File: src/rtl/mul_div_unit_if.sv
// Handshake/bus bundle for the iterative multiply/divide unit.
// master = issuing pipeline stage, slave = mul_div_unit.
interface mul_div_unit_if #(
  parameter int WIDTH = 32
);
  logic             start;
  logic [1:0]       op;
  logic [WIDTH-1:0] a;
  logic [WIDTH-1:0] b;
  logic             flush;
  logic             busy;
  logic             done;
  logic             div_by_zero;
  logic [WIDTH-1:0] hi;
  logic [WIDTH-1:0] lo;

  modport master (
    output start, op, a, b, flush,
    input  busy, done, div_by_zero, hi, lo
  );

  modport slave (
    input  start, op, a, b, flush,
    output busy, done, div_by_zero, hi, lo
  );
endinterface

File: src/rtl/mul_div_unit.sv
// Iterative radix-2 MULT/DIV unit with HI/LO result registers.
// Define MDU_SIGNED_EN to make op 10/11 two's-complement MULT/DIV.
module mul_div_unit #(
  parameter int WIDTH = 32
) (
  input logic          clk,
  input logic          rst,
  mul_div_unit_if.slave mdu
);
  localparam int CW = (WIDTH > 2) ? $clog2(WIDTH) : 1;
  localparam logic [CW-1:0] LAST = CW'(WIDTH - 1);

  typedef enum logic {IDLE, RUN} state_t;

  state_t           state_q;
  logic [CW-1:0]    cnt_q;
  logic [WIDTH-1:0] acc_q, acc_d;
  logic [WIDTH-1:0] sh_q, sh_d;
  logic [WIDTH-1:0] bv_q;
  logic             div_q;
  logic             bz_q;
  logic             busy_q, done_q, dz_q;
  logic [WIDTH-1:0] hi_q, lo_q;

  logic [WIDTH:0]   msum;
  logic [WIDTH:0]   dtry;
  logic [WIDTH:0]   ddiff;
  logic             dge;
  logic [WIDTH-1:0] a_mag, b_mag;
  logic [WIDTH-1:0] res_hi, res_lo;

`ifdef MDU_SIGNED_EN
  logic             qneg_q, rneg_q;
  logic [WIDTH-1:0] araw_q;
  logic             a_neg, b_neg;
  logic [2*WIDTH-1:0] prod;
`else
  logic unused_op;
  assign unused_op = mdu.op[1];
`endif

  // Shared datapath: MUL keeps {acc,sh} as the product shifting right,
  // DIV keeps acc as partial remainder and shifts quotient bits into sh.
  always_comb begin
    msum  = {1'b0, acc_q} + (sh_q[0] ? {1'b0, bv_q} : '0);
    dtry  = {acc_q, sh_q[WIDTH-1]};
    dge   = dtry >= {1'b0, bv_q};
    ddiff = dtry - {1'b0, bv_q};
    if (div_q) begin
      acc_d = dge ? ddiff[WIDTH-1:0] : dtry[WIDTH-1:0];
      sh_d  = {sh_q[WIDTH-2:0], dge};
    end else begin
      acc_d = msum[WIDTH:1];
      sh_d  = {msum[0], sh_q[WIDTH-1:1]};
    end
  end

`ifdef MDU_SIGNED_EN
  always_comb begin
    a_neg = mdu.op[1] & mdu.a[WIDTH-1];
    b_neg = mdu.op[1] & mdu.b[WIDTH-1];
    a_mag = a_neg ? -mdu.a : mdu.a;
    b_mag = b_neg ? -mdu.b : mdu.b;
  end

  always_comb begin
    prod = {acc_d, sh_d};
    if (div_q) begin
      res_hi = rneg_q ? -acc_d : acc_d;
      res_lo = qneg_q ? -sh_d : sh_d;
    end else begin
      if (qneg_q) prod = -prod;
      res_hi = prod[2*WIDTH-1:WIDTH];
      res_lo = prod[WIDTH-1:0];
    end
    if (div_q && bz_q) begin
      res_hi = araw_q;
      res_lo = '1;
    end
  end
`else
  // Restoring divide by zero naturally yields q=all ones, r=dividend.
  always_comb begin
    a_mag  = mdu.a;
    b_mag  = mdu.b;
    res_hi = acc_d;
    res_lo = sh_d;
  end
`endif

  always_ff @(posedge clk) begin
    if (rst) begin
      state_q <= IDLE;
      cnt_q   <= '0;
      acc_q   <= '0;
      sh_q    <= '0;
      bv_q    <= '0;
      div_q   <= 1'b0;
      bz_q    <= 1'b0;
      busy_q  <= 1'b0;
      done_q  <= 1'b0;
      dz_q    <= 1'b0;
      hi_q    <= '0;
      lo_q    <= '0;
`ifdef MDU_SIGNED_EN
      qneg_q  <= 1'b0;
      rneg_q  <= 1'b0;
      araw_q  <= '0;
`endif
    end else begin
      done_q <= 1'b0;
      dz_q   <= 1'b0;
      unique case (state_q)
        IDLE: begin
          if (mdu.start && !mdu.flush) begin
            state_q <= RUN;
            busy_q  <= 1'b1;
            cnt_q   <= '0;
            acc_q   <= '0;
            sh_q    <= a_mag;
            bv_q    <= b_mag;
            div_q   <= mdu.op[0];
            bz_q    <= (mdu.b == '0);
`ifdef MDU_SIGNED_EN
            qneg_q  <= a_neg ^ b_neg;
            rneg_q  <= a_neg;
            araw_q  <= mdu.a;
`endif
          end
        end
        RUN: begin
          if (mdu.flush) begin
            state_q <= IDLE;
            busy_q  <= 1'b0;
            cnt_q   <= '0;
          end else begin
            acc_q <= acc_d;
            sh_q  <= sh_d;
            cnt_q <= cnt_q + 1'b1;
            if (cnt_q == LAST) begin
              state_q <= IDLE;
              busy_q  <= 1'b0;
              done_q  <= 1'b1;
              dz_q    <= div_q & bz_q;
              hi_q    <= res_hi;
              lo_q    <= res_lo;
              cnt_q   <= '0;
            end
          end
        end
        default: state_q <= IDLE;
      endcase
    end
  end

  assign mdu.busy        = busy_q;
  assign mdu.done        = done_q;
  assign mdu.div_by_zero = dz_q;
  assign mdu.hi          = hi_q;
  assign mdu.lo          = lo_q;
endmodule

File: src/flat_wrapper.sv
// flat-port wrapper written by rule: the top's interface ports become plain ports
module mul_div_unit_flat 
#(
  parameter int WIDTH = 32
)
  (clk, rst, mdu_start, mdu_op, mdu_a, mdu_b, mdu_flush, mdu_busy, mdu_done, mdu_div_by_zero, mdu_hi, mdu_lo);
  mul_div_unit_if #(.WIDTH(WIDTH)) mdu_i ();
  input logic clk;
  input logic rst;
  input wire logic [$bits(mdu_i.start)-1:0] mdu_start;
  input wire logic [$bits(mdu_i.op)-1:0] mdu_op;
  input wire logic [$bits(mdu_i.a)-1:0] mdu_a;
  input wire logic [$bits(mdu_i.b)-1:0] mdu_b;
  input wire logic [$bits(mdu_i.flush)-1:0] mdu_flush;
  output wire logic [$bits(mdu_i.busy)-1:0] mdu_busy;
  output wire logic [$bits(mdu_i.done)-1:0] mdu_done;
  output wire logic [$bits(mdu_i.div_by_zero)-1:0] mdu_div_by_zero;
  output wire logic [$bits(mdu_i.hi)-1:0] mdu_hi;
  output wire logic [$bits(mdu_i.lo)-1:0] mdu_lo;
  assign mdu_i.start = mdu_start;
  assign mdu_i.op = mdu_op;
  assign mdu_i.a = mdu_a;
  assign mdu_i.b = mdu_b;
  assign mdu_i.flush = mdu_flush;
  assign mdu_busy = mdu_i.busy;
  assign mdu_done = mdu_i.done;
  assign mdu_div_by_zero = mdu_i.div_by_zero;
  assign mdu_hi = mdu_i.hi;
  assign mdu_lo = mdu_i.lo;
  mul_div_unit #(.WIDTH(WIDTH)) u_core (.clk(clk), .rst(rst), .mdu(mdu_i));
endmodule
File: config.mk
export PLATFORM = sky130hd
export DESIGN_NAME = mul_div_unit_flat
export DESIGN_NICKNAME = d
export VERILOG_FILES = /design/src/rtl/mul_div_unit_if.sv /design/src/rtl/mul_div_unit.sv /design/src/flat_wrapper.sv
export SDC_FILE = /design/constraint.sdc
export NUM_CORES = 1
export LEC_CHECK = 0
export ABC_AREA = 1
export CAP_MARGIN = 20
export CORE_MARGIN = 1
export CORE_UTILIZATION = 45
export CTS_CLUSTER_DIAMETER = 40
export DETAILED_ROUTE_END_ITERATION = 12
export GPL_ROUTABILITY_DRIVEN = 0
export HOLD_SLACK_MARGIN = 0.1
export PLACE_DENSITY = 0.71
export SLEW_MARGIN = 20
export SYNTH_ARGS = -nofsm -noshare
export SYNTH_HDL_FRONTEND = slang
export SYNTH_SLANG_ARGS = --single-unit
export TNS_END_PERCENT = 30
File: constraint.sdc
create_clock -name clk -period 4.5 [get_ports clk]
set_input_delay 0.45 -clock clk [delete_from_list [all_inputs] [get_ports clk]]
set_output_delay 0.45 -clock clk [all_outputs]
set_load 0.01 [all_outputs]
# --- After elaboration in Yosys (flattened, before gate mapping) ---
# Cells that the tools add are included.
classes:
  reduce_logical: 9
  n_eq_ne: 4
  magnitude_cmp: 1
  mux: 23
  n_addsub: 3
  n_bitwise: 4
ops:
  columns: ["cell", "count"]
  rows:
  - ["$mux W32", 8]
  - ["$pmux W32 S2", 2]
  - ["$add A32 B32 Y33", 1]
  - ["$ge A33 B32 Y1", 1]
  - ["$logic_not A32 Y1", 1]
  - ["$sub A32 B32 Y32", 1]
  - ["$mux W5", 3]
  - ["$pmux W5 S2", 1]
  - ["$mux W1", 7]
  - ["$reduce_and A2 Y1", 3]
  - ["$add A5 B1 Y5 const B", 1]
  - ["$eq A5 B5 Y1 const B", 1]
  - ["$pmux W1 S2", 2]
  - ["$reduce_or A4 Y1", 1]
  - ["$ne A3 B3 Y1 const B", 1]
  - ["$not A1 Y1", 3]
  - ["$reduce_and A3 Y1", 1]
  - ["$reduce_or A3 Y1", 1]
  - ["$ne A2 B1 Y1 const B", 1]
  - ["$ne A2 B2 Y1 const B", 1]
  - ["$and A1 B1 Y1", 1]
  - ["$logic_and A1 B1 Y1", 1]
  - ["$logic_not A1 Y1", 1]
word_totals:
  register_bits: 171
  wordCells: 56
  out_inout_bits: 67
  input_bits: 70

# --- Depth between registers and ports, before layout ---
logic_depth:
  ltp_word: 5
  ltp_mapped: 22

# --- Worst setup path before layout ---
# No wires, ideal clock.
synth_path:
  path_kind: "register to register"
  start: "register u_core.sh_q[0]"
  end: "register u_core.hi_q[19] (netlist: u_core.mdu.hi[19])"
  path_stages_with_launch: 22
  n_path_buf: 2
  path_slack_ns: 2.036
  arrival_time_ns: 2.355
  path_cell_list: "dfxtp_1 > clkbuf_1 > clkbuf_1 > nand2_1 > inv_1 > ha_1 > fa_1 > nand2_1 > nand2_1 > o21ai_0 > inv_1 > nand2_1 > nand2_1 > nand2_1 > nand2_1 > nand2_1 > nand2_1 > nand2_1 > nand3_1 > nand2_1 > a21o_1 > inv_1"
synth_between:
  elab_chain_len: 3
synth_lines:
  columns: ["element", "line_no", "text"]
  rows:
  - ["start: declaration", "mul_div_unit.sv:18", "logic [WIDTH-1:0] sh_q, sh_d;"]
  - ["start signal: assignment", "mul_div_unit.sv:120", "sh_q <= a_mag;"]
  - ["$mux W32", "mul_div_unit.sv:45", "msum = {1'b0, acc_q} + (sh_q[0] ? {1'b0, bv_q} : '0);"]
  - ["$add A32 B32 Y33", "mul_div_unit.sv:45", null]
  - ["$mux W32", "mul_div_unit.sv:49", "if (div_q) begin"]
  - ["end signal: assignment", "mul_div_unit.sv:145", "hi_q <= res_hi;"]
  - ["end: declaration", "mul_div_unit.sv:23", "logic [WIDTH-1:0] hi_q, lo_q;"]
# No other way between the ends.
# A chain may end at the register's enable or synchronous reset.

# --- Worst setup path in the final report ---
layout_path:
  start: "register u_core.state_q"
  end: "register u_core.lo_q[19] (netlist: u_core.mdu.lo[19])"
layout_between:
  elab_chain_len: 1
layout_lines:
  columns: ["element", "line_no", "text"]
  rows:
  - ["start: declaration", "mul_div_unit.sv:15", "state_t state_q;"]
  - ["start signal: assignment", "mul_div_unit.sv:93", "state_q <= IDLE;"]
  - ["start signal: assignment", "mul_div_unit.sv:116", "state_q <= RUN;"]
  - ["start signal: assignment", "mul_div_unit.sv:133", "state_q <= IDLE;"]
  - ["$reduce_and A3 Y1 (no source line)", null, null]
  - ["end signal: assignment", "mul_div_unit.sv:146", "lo_q <= res_lo;"]
  - ["end: declaration", "mul_div_unit.sv:23", null]
# No other way between the ends.

==> flow_summary.rst <==
.. list-table::
   :header-rows: 1

   * - Metric
     - Value
   * - Most instantiated flip-flop cell in the synthesis netlist
     - dfxtp_1
   * - Share of flip-flops with an asynchronous set or reset
     - 0%
   * - Syn Std Cell Area
     - 11900 um^2
   * - Global routing usage on met1
     - 37.7%
   * - Combinational power share
     - 20.0%
   * - Top cells by area, synth
     - dfxtp_1 29%, nand2_1 16%, a21oi_1 9.0%
   * - Maximum number of buffers from clock root to sink
     - 2
   * - Die Wd
     - 165 um
   * - Post-route clock period utilization
     - 72.1%
   * - Setup repair after global routing missed its margin
     - no
   * - CTS tree
     - yes
   * - Count of different cell masters after synthesis
     - 42
   * - Area of the placeable core
     - 26100 um^2
   * - Flip-flop and latch count after synthesis
     - 171
   * - Final Worst Setup Slack
     - 1.25 ns
   * - Count of unresolved DRC violations after routing
     - 0
   * - Overall die area
     - 27200 um^2
   * - # Max-Cap Violations
     - 0
   * - Top cells by instance count after synthesis
     - 512 x nand2_1, 221 x inv_1, 214 x a21oi_1
   * - Number of cell rows
     - 59
   * - Synth-to-layout area growth
     - 18.0%
   * - Remaining antenna violation count
     - 0
   * - Maximum clock frequency
     - 308 MHz
   * - Post_cts resized
     - 0
   * - Switching portion of total power
     - 34.1%
   * - Hold Buf Count CTS
     - 0
   * - Run status
     - finished, final reports clean
   * - Global routing's busiest layer
     - met2
   * - Data arrival time at the worst-slack endpoint
     - 3.54 ns
   * - Total wire length
     - 38.3 mm
   * - Max Fanout on Critical Path
     - 68
   * - Adder-Cell Fraction of Synth Area
     - 7.26%
   * - Total number of H-tree levels
     - 4
   * - Power per unit of standard cell area
     - 280 nW/um^2
   * - Most used standard cell by instance count after synthesis
     - nand2_1
   * - Post-synth top area share
     - 28.7%
   * - Total congestion overflow after global routing
     - 0
   * - Post-DP HPWL
     - 29.1 mm
   * - Met3 demand-to-capacity share in global routing
     - 6.20%
   * - Gate count of the mapped netlist
     - 1922
   * - Routed WL per cell
     - 16.2 um
   * - Fraction of final layout cells sized beyond drive strength 1
     - 3.85%
   * - Slew headroom
     - 37.7%
   * - Part of the power in the clock network
     - 39.2%
   * - Sequential fraction of design power
     - 40.7%
   * - Via count of the first global-routing pass
     - 12000
   * - Initial antenna violation count
     - 0
   * - I/O Buffers
     - 135
   * - Type of element capturing the critical path
     - flip-flop
   * - Int Pwr
     - 2.60 mW
   * - Wire length of the first global-routing pass
     - 61.0 mm
   * - Library cell occupying the most area in the post-synthesis netlist
     - dfxtp_1
   * - Min-delay worst type
     - flip-flop to flip-flop
   * - Yosys warning total
     - 0
   * - Root Driver
     - clkbuf_16
   * - Syn Nets
     - 2060
   * - Proportion of synthesized area in mux cells
     - 2.43%
   * - Main combinational cell family by area after synthesis
     - simple AND/OR/NAND/NOR gates
   * - Net total in the final layout
     - 2150
   * - Peak supply drop
     - 0.000247 V
   * - Ant diodes
     - 0
   * - Number of flops mapped to enable cells by yosys
     - 0
   * - Share of the synthesized netlist area taken by xor and xnor gates
     - 1.91%
   * - Maximum number of pins on one net before global-route repair
     - 71
   * - Synthesized-area fraction occupied by ao, oa, aoi and oai cells
     - 17.9%
   * - Number of buffers created by CTS
     - 17
   * - Buffers inserted by post-CTS timing repair
     - 0
   * - Die Y-Extent
     - 165 um
   * - CP Launch Type
     - flip-flop
   * - Post-synthesis simple-gate area fraction
     - 31.7%
   * - Initial cell density of the core
     - 45.8%
   * - Overall via count from detail_route
     - 12800
   * - Worst-Skew Late Latency
     - 0.45 ns
   * - Critical path type
     - flip-flop to flip-flop
   * - Sequential-to-total area share from yosys stat
     - 28.7%
   * - Slew at the pin closest to its max-slew limit
     - 0.935 ns
   * - Clock Skews
     - 0.0215 ns
   * - Fin. max-slew vios
     - 0
   * - Detailed-routing iteration count for the pre-antenna-repair pass
     - 5
   * - Final hold vios
     - 0
   * - Setup WS pre-CTS
     - 1.53 ns
   * - Number of clock sinks
     - 171
   * - Total I/O pin count
     - 137
   * - Min Tclk post-route
     - 3.25 ns
   * - DR vias/cell
     - 5.41
   * - Initial drt markers
     - 987
   * - Clock Pin Slew Worst Setup and Hold Paths
     - 0.08 ns
   * - Sum of negative setup slack
     - 0 ns
   * - WP data required
     - 4.80 ns
   * - Layout fillers
     - 2561
   * - Met2 Resource Use GR
     - 46.7%
   * - Net switching power figure
     - 1.35 mW
   * - Standby leakage power
     - 6.37 nW
   * - Post-synthesis area per instance
     - 6.21 um^2
   * - Global routing usage summed across all routing layers
     - 28.8%
   * - Setup Viol. Count Final
     - 0
-- cells by family (layout without fill, tap and decap cells) --
| kind of cell | count (synthesis) | after routing |
|---|---|---|
| fa+ha+maj | 68 | 68 |
| xor+xnor | 26 | 26 |
| simple gates | 908 | 908 |
| compound gates | 411 | 411 |
| buf+inv | 309 | 412 |
| mux | 29 | 29 |
| flops | 171 | 171 |
-- routing by layer --
metal,vias up,routed length (um)
met5,-,0
met2,489,17300
met3,68,3430
li1,6443,-
met4,0,1040
met1,5759,16600
-- final timing paths --
path	startpoint	end	slack (ns)	cells after the start
max reg2reg	u_core.state_q$_SDFF_PP0_	u_core.mdu.lo[19]$_SDFFE_PP0P_	1.25	8
min reg2reg	u_core.cnt_q[4]$_SDFFE_PP0P_	u_core.cnt_q[4]$_SDFFE_PP0P_	0.48	2
min	u_core.cnt_q[4]$_SDFFE_PP0P_	u_core.cnt_q[4]$_SDFFE_PP0P_	0.48	2
max	u_core.state_q$_SDFF_PP0_	u_core.mdu.lo[19]$_SDFFE_PP0P_	1.25	8
-- flip-flops by register name (all words and copies together), names as in the netlist --
signal                  flops
u_core.div_q                1
u_core.acc_q               32
u_core.mdu.lo              32
u_core.state_q              1
u_core.mdu.hi              32
u_core.cnt_q                5
u_core.mdu.done             1
u_core.bz_q                 1
u_core.mdu.div_by_zero      1
u_core.mdu.busy             1
u_core.bv_q                32
u_core.sh_q                32
-- critical path, cell delays in order (launching register included) --
cell	delay [ns]
dfxtp_2	0.32
buf_4	0.44
inv_1	0.16
nor2_2	0.67
inv_1	0.22
nor2_4	0.15
clkinv_2	0.66
a21oi_1	0.38
nor2_1	0.06
-- layout make-up --
class	count	area, um^2	area share [%]
timing repair buffer	149	1450	10.3
sequential	171	3430	24.3
inverter	231	868	6.17
multi-input combinational	1442	7310	51.9
tap	335	419	2.98
clock buffer	18	439	3.12
clock inverter	14	163	1.16
-- metrics by stage --
step                instance area, um^2  power [mW]  hold WS [ns]  utilization [%]  instances
CTS                               14100        3.95         0.473             54.0       2360
detailed placement                13500        2.42         0.460             51.7       2328
floorplan                         11900        2.17         0.443                -       1922
global placement                  13500        2.41         0.452             51.7       2328
finish                            14100        3.95         0.475             54.0       2360
global route                      14100        4.11         0.511             54.0       2360
-- power groups by stage --
stage / sequential, mW / clock, mW / combinational, mW
global placement: 1.64 / 0 / 0.767
finish: 1.61 / 1.55 / 0.791
detailed placement: 1.64 / 0 / 0.778
global route: 1.61 / 1.62 / 0.875
CTS: 1.61 / 1.56 / 0.783
floorplan: 1.62 / 0 / 0.545
-- cell usage in the layout, fill, tap and decap left out, types with 6 or more instances in the layout --
master / synthesis / final
a21oi_1: 214 / 214
clkbuf_16: 0 / 17
dfxtp_1: 171 / 169
a21o_1: 6 / 6
xnor2_1: 9 / 9
nand2_1: 512 / 512
nor4_1: 10 / 10
inv_1: 221 / 220
nand4_1: 16 / 16
o21bai_1: 12 / 12
inv_2: 6 / 7
mux2i_1: 29 / 29
clkdlybuf4s50_1: 0 / 134
nor3_1: 12 / 12
nor2_2: 9 / 9
o21ai_0: 160 / 160
o21a_1: 7 / 7
xor2_1: 17 / 17
nor2_1: 183 / 182
inv_8: 0 / 7
ha_1: 66 / 66
nand3_1: 145 / 145
buf_4: 1 / 14
o21ai_1: 6 / 6
nand3b_1: 9 / 9
Power figures use the tool's default switching activity.
